<file path="src/rtl/arb_pkg.sv">
// Shared definitions for the round-robin select arbiter: FSM encoding and
// default sizing.
package arb_pkg;

  localparam int unsigned N_DEF        = 8;
  localparam int unsigned SEL_W_DEF    = 3;
  localparam int unsigned HOLD_MAX_DEF = 16;

  typedef enum logic [1:0] {
    IDLE  = 2'd0,
    GRANT = 2'd1,
    REL   = 2'd2
  } arb_state_e;

endpackage

</file>
<file path="src/rtl/decoder.sv">
// Plain SEL_W-to-N one-hot decoder driven by the shared select bus.
module decoder #(
  parameter int unsigned SEL_W = 3,
  parameter int unsigned N     = 8
) (
  input  logic [SEL_W-1:0] s,
  output logic [N-1:0]     y
);

  // One-hot expansion of the select value.
  always_comb begin
    y    = '0;
    y[s] = 1'b1;
  end

endmodule

</file>
<file path="src/rtl/rr_decode_arbiter_pick.sv">
// Round-robin search: first set request strictly after `last`, wrapping,
// with `last` itself examined at the very end of the wrap.
module rr_pick
  import arb_pkg::*;
#(
  parameter int unsigned N     = N_DEF,
  parameter int unsigned SEL_W = SEL_W_DEF
) (
  input  logic [N-1:0]     req,
  input  logic [SEL_W-1:0] last,
  output logic             found,
  output logic [SEL_W-1:0] idx
);

  logic [SEL_W-1:0] cand;

  // Scan from the farthest offset down so the nearest set bit wins; the
  // offset is truncated to SEL_W bits so the sum wraps modulo N by itself.
  always_comb begin
    found = 1'b0;
    idx   = '0;
    cand  = '0;
    for (int unsigned i = N; i >= 1; i--) begin
      cand = last + SEL_W'(i);
      if (req[cand]) begin
        found = 1'b1;
        idx   = cand;
      end
    end
  end

endmodule

</file>
<file path="src/rtl/rr_decode_arbiter.sv">
// Round-robin arbiter owning the decoder select lines for N requesters.
// Grant is held until release, followed by one mandatory dead cycle.
// Optional forced release after HOLD_MAX cycles: RR_DECODE_ARBITER_TIMEOUT_EN.
module rr_decode_arbiter
  import arb_pkg::*;
#(
  parameter int unsigned N        = N_DEF,
  parameter int unsigned SEL_W    = SEL_W_DEF,
  parameter int unsigned HOLD_MAX = HOLD_MAX_DEF
) (
  input  logic             clk,
  input  logic             rst_n,
  input  logic [N-1:0]     req,
  input  logic             done,
  output logic [SEL_W-1:0] sel,
  output logic [N-1:0]     gnt,
  output logic             valid,
  output logic             timeout
);

  if (N != (1 << SEL_W)) begin : g_bad_n
    $error("rr_decode_arbiter: N must equal 2**SEL_W");
  end
  if (HOLD_MAX == 0) begin : g_bad_hold
    $error("rr_decode_arbiter: HOLD_MAX must be nonzero");
  end

  arb_state_e       state_q;
  logic [SEL_W-1:0] sel_q;
  logic [SEL_W-1:0] last_q;
  logic             valid_q;
  logic             timeout_q;
  logic             pick_found;
  logic [SEL_W-1:0] pick_idx;
  logic [N-1:0]     dec_y;
  logic             hold_limit;

  rr_pick #(
    .N     (N),
    .SEL_W (SEL_W)
  ) u_pick (
    .req   (req),
    .last  (last_q),
    .found (pick_found),
    .idx   (pick_idx)
  );

  decoder #(
    .SEL_W (SEL_W),
    .N     (N)
  ) u_dec (
    .s (sel_q),
    .y (dec_y)
  );

`ifdef RR_DECODE_ARBITER_TIMEOUT_EN
  localparam int unsigned HW = $clog2(HOLD_MAX + 1);

  logic [HW-1:0] hold_q;
  logic [HW-1:0] hold_d;

  assign hold_d     = hold_q + HW'(1);
  assign hold_limit = (hold_d == HW'(HOLD_MAX));

  // Grant-length counter: zero outside GRANT, counts each GRANT cycle.
  always_ff @(posedge clk or negedge rst_n) begin
    if (!rst_n) begin
      hold_q <= '0;
    end else if (state_q != GRANT) begin
      hold_q <= '0;
    end else begin
      hold_q <= hold_d;
    end
  end
`else
  assign hold_limit = 1'b0;
`endif

  // Arbitration FSM; every output is a register so reset clears them at once.
  always_ff @(posedge clk or negedge rst_n) begin
    if (!rst_n) begin
      state_q   <= IDLE;
      sel_q     <= '0;
      last_q    <= '1;
      valid_q   <= 1'b0;
      timeout_q <= 1'b0;
    end else begin
      timeout_q <= 1'b0;
      case (state_q)
        IDLE: begin
          if (pick_found) begin
            state_q <= GRANT;
            sel_q   <= pick_idx;
            valid_q <= 1'b1;
          end
        end
        GRANT: begin
          // A normal release outranks the timeout in the same cycle.
          if (done || !req[sel_q]) begin
            state_q <= REL;
            valid_q <= 1'b0;
            last_q  <= sel_q;
          end else if (hold_limit) begin
            state_q   <= REL;
            valid_q   <= 1'b0;
            last_q    <= sel_q;
            timeout_q <= 1'b1;
          end
        end
        REL:     state_q <= IDLE;
        default: state_q <= IDLE;
      endcase
    end
  end

  assign sel     = sel_q;
  assign valid   = valid_q;
  assign gnt     = valid_q ? dec_y : '0;
  assign timeout = timeout_q;

endmodule

</file>
<file path="config.mk">
export PLATFORM = sky130hd
export DESIGN_NAME = rr_decode_arbiter
export DESIGN_NICKNAME = d
export VERILOG_FILES = /design/src/rtl/arb_pkg.sv /design/src/rtl/decoder.sv /design/src/rtl/rr_decode_arbiter_pick.sv /design/src/rtl/rr_decode_arbiter.sv
export SDC_FILE = /design/constraint.sdc
export NUM_CORES = 1
export LEC_CHECK = 0
export ABC_AREA = 1
export ABC_CLOCK_PERIOD_IN_PS = 2450
export BUFFER_PORTS_ARGS = -buffer_cell sky130_fd_sc_hd__buf_2
export CAP_MARGIN = 20
export CORE_UTILIZATION = 45
export CTS_CLUSTER_DIAMETER = 50
export DETAILED_ROUTE_END_ITERATION = 10
export PLACE_DENSITY_LB_ADDON = 0.08
export SLEW_MARGIN = 20
export SYNTH_ARGS = -nofsm -noshare
export SYNTH_HDL_FRONTEND = slang
export SYNTH_SLANG_ARGS = --single-unit
</file>
<file path="constraint.sdc">
create_clock -name clk -period 2.45 [get_ports clk]
set_input_delay 0.49 -clock clk [delete_from_list [all_inputs] [get_ports clk]]
set_output_delay 0.49 -clock clk [all_outputs]
set_load 0.02 [all_outputs]
</file>
==> flow_metrics.tcl <==
set metrics [dict create \
    cts_made_buffers 3 \
    syn_nets 200 \
    drv_slew 0 \
    wl_met3_um 103 \
    synth-main-ff-cell "dfrtp_1" \
    wl_met1_um 1500 \
    finalSetupTns_ns 0 \
    cts_sinks 9 \
    die_area_um2 2710 \
    grt_first_pass_wirelength_um 5040 \
    post-place-ws_ns 0.211 \
    synth_edf_count 0 \
    area_growth_pct 13.2 \
    vias_per_cell 5.36 \
    async_reset_ff_share_pct 100 \
    clk_pin_slew_ns 0.06 \
    wire_per_inst_um 12.7 \
    cts_max_path_buffers 2 \
    yosysSeqAreaShare_pct 20.3 \
    rows 17 \
    n_antenna_cell 0 \
    synth_warnings 0 \
    dp.cells 235 \
    status "finished, final reports clean" \
    post_cts_buffers 0 \
    core_um2 2280 \
    grt_pass1_vias 1149 \
    setup_slack_ns 0.191 \
    postSynthAreaPerCell_um2 6.02 \
    antenna_left 0 \
    io_buffers 22 \
    crit_type "reg2reg" \
    final_net_count 225 \
    synth_area_leaders "nand2_1, nand3_1, dfrtp_1" \
    hold_path_class "in2async" \
    synth_top_area_share_pct 19.3 \
    fin_crit_sh_pct 92.2 \
    crit_required_ns 2.59 \
    antenna_found_initial 0 \
    synth-seq-cells 9 \
    yosys.area.top_type "nand2_1" \
    routed_wl_um 3030 \
    layout.cells.non_filler 239 \
    dpl.hpwl_um 2510 \
    gp_congestion 0.871 \
    r2r_slack_ns 0.19 \
    arrival_ns 2.40 \
    highest_layer "met4" \
    cts_root_buffer "clkbuf_4" \
    hold_buffers 0 \
    io_pins 24 \
    period_needed_ns 2.26 \
    n_fill_cell 217 \
    cp_max_fo 9 \
    rsz0062_at_grt "no" \
    cts_resized 0 \
    cts_tree "done" \
    wl_met2_um 1410 \
    die-width_um 52.0 \
    finalHoldViolCount 0 \
    h-tree-depth 1 \
    die-height_um 52.0 \
    insertion_delay_ns 0.26 \
    maxCapViolCount 0 \
    drt_iter0_drc 29 \
    start_kind "flip-flop" \
    max_freq_mhz 443 \
    setup_viol 0 \
    clock_skew_ns 0.000482 \
    synthCells 187 \
    start_util_pct 49.5 \
    overflow 0 \
    worstSetupEndpointType "flip-flop" \
    drive_gt1_share_pct 25.6 \
    grt_usage_pct 25.2 \
    ys_types 30 \
    syn_area_um2 1130 \
    vias 1280 \
    grt_max_degree 13 \
    drc_errors 0 \
    firstDrtPassIters 4 \
]
cells in the mapped netlist, drive strengths merged (2+ instances only):
| master | count |
|---|---|
| nand3 | 39 |
| buf | 4 |
| a31oi | 2 |
| xor2 | 2 |
| dfrtp | 6 |
| o21ai | 5 |
| nand2 | 62 |
| xnor2 | 2 |
| nor3 | 2 |
| inv | 21 |
| nand4 | 4 |
| a21oi | 6 |
| ha | 2 |
| dfstp | 3 |
| nor2 | 21 |
cells by family after synthesis:
logic type                 share of synthesized area [%]
AOI/OAI and AO/OA                                   7.44
and+or+nand+nor                                     55.3
xor gates and xnor gates                            3.11
DFF                                                 20.3
adders and majority gates                           2.22
other                                              0.333
buffers and inverters                               11.2
per-stage QoR:
| step | hold slack (ns) | utilization (%) | area [um^2] |
|---|---|---|---|
| detailed placement | 0.348 | 54.9 | 1250 |
| CTS | 0.0684 | 56.0 | 1270 |
| global placement | 0.344 | 54.9 | 1250 |
| finish | 0.0727 | 56.0 | 1270 |
| floorplan | 0.194 | - | 1130 |
| global route | 0.0785 | 56.0 | 1270 |
flip-flops by register name (all words and copies together), names as in the netlist:
signal   flops
state_q      2
sel          3
last_q       3
valid        1
placed cells by master (no fill, tap or decap), types with 3 or more instances in the layout:
| cell type | instances |
|---|---|
| nand2_1 | 58 |
| dfrtp_1 | 6 |
| inv_2 | 6 |
| nand3_1 | 34 |
| inv_1 | 14 |
| clkbuf_4 | 3 |
| nor2_1 | 17 |
| nand3_2 | 5 |
| buf_2 | 22 |
| a21oi_1 | 6 |
| o21ai_0 | 3 |
| nand2_2 | 4 |
| dfstp_2 | 3 |
layout make-up:
cell class	instances	area [um^2]	area share, %
Multi-Input combinational cell	152	771	60.5
Sequential cell	9	229	18.0
Inverter	22	88.8	6.97
Timing Repair Buffer	24	125	9.81
Tap cell	28	35.0	2.75
Clock buffer	4	26.3	2.06
critical path, cell delays in order (launching register included):
cell,delay (ns)
dfstp_2,0.53
inv_2,0.07
ha_1,0.40
inv_2,0.14
nand3_1,0.11
nand3_1,0.12
nand2_1,0.12
nor2_2,0.15
nand4_2,0.12
nor2_4,0.16
nor2_4,0.06
nor2_1,0.11
a21oi_1,0.05
path summary, 6_finish.rpt:
kind                            start          to  cells after the start
setup / recovery            last_q[0]      sel[2]                     12
setup reg to reg            last_q[0]      sel[2]                     12
min in group clk           state_q[1]  state_q[0]                      1
hold reg to reg            state_q[1]  state_q[0]                      1
max in group asynchronous       rst_n   last_q[0]                      1
hold / removal                  rst_n  state_q[1]                      1
metal layers:
| layer | vias up | GRT usage [%] |
|---|---|---|
| met5 | - | 0 |
| met1 | 591 | 34.6 |
| met4 | 0 | 5.86 |
| met2 | 27 | 40.0 |
| met3 | 2 | 4.97 |
| li1 | 660 | - |
Power is not shown: default switching activity piles up to over one toggle a cycle in this logic, so the estimate is an artifact.
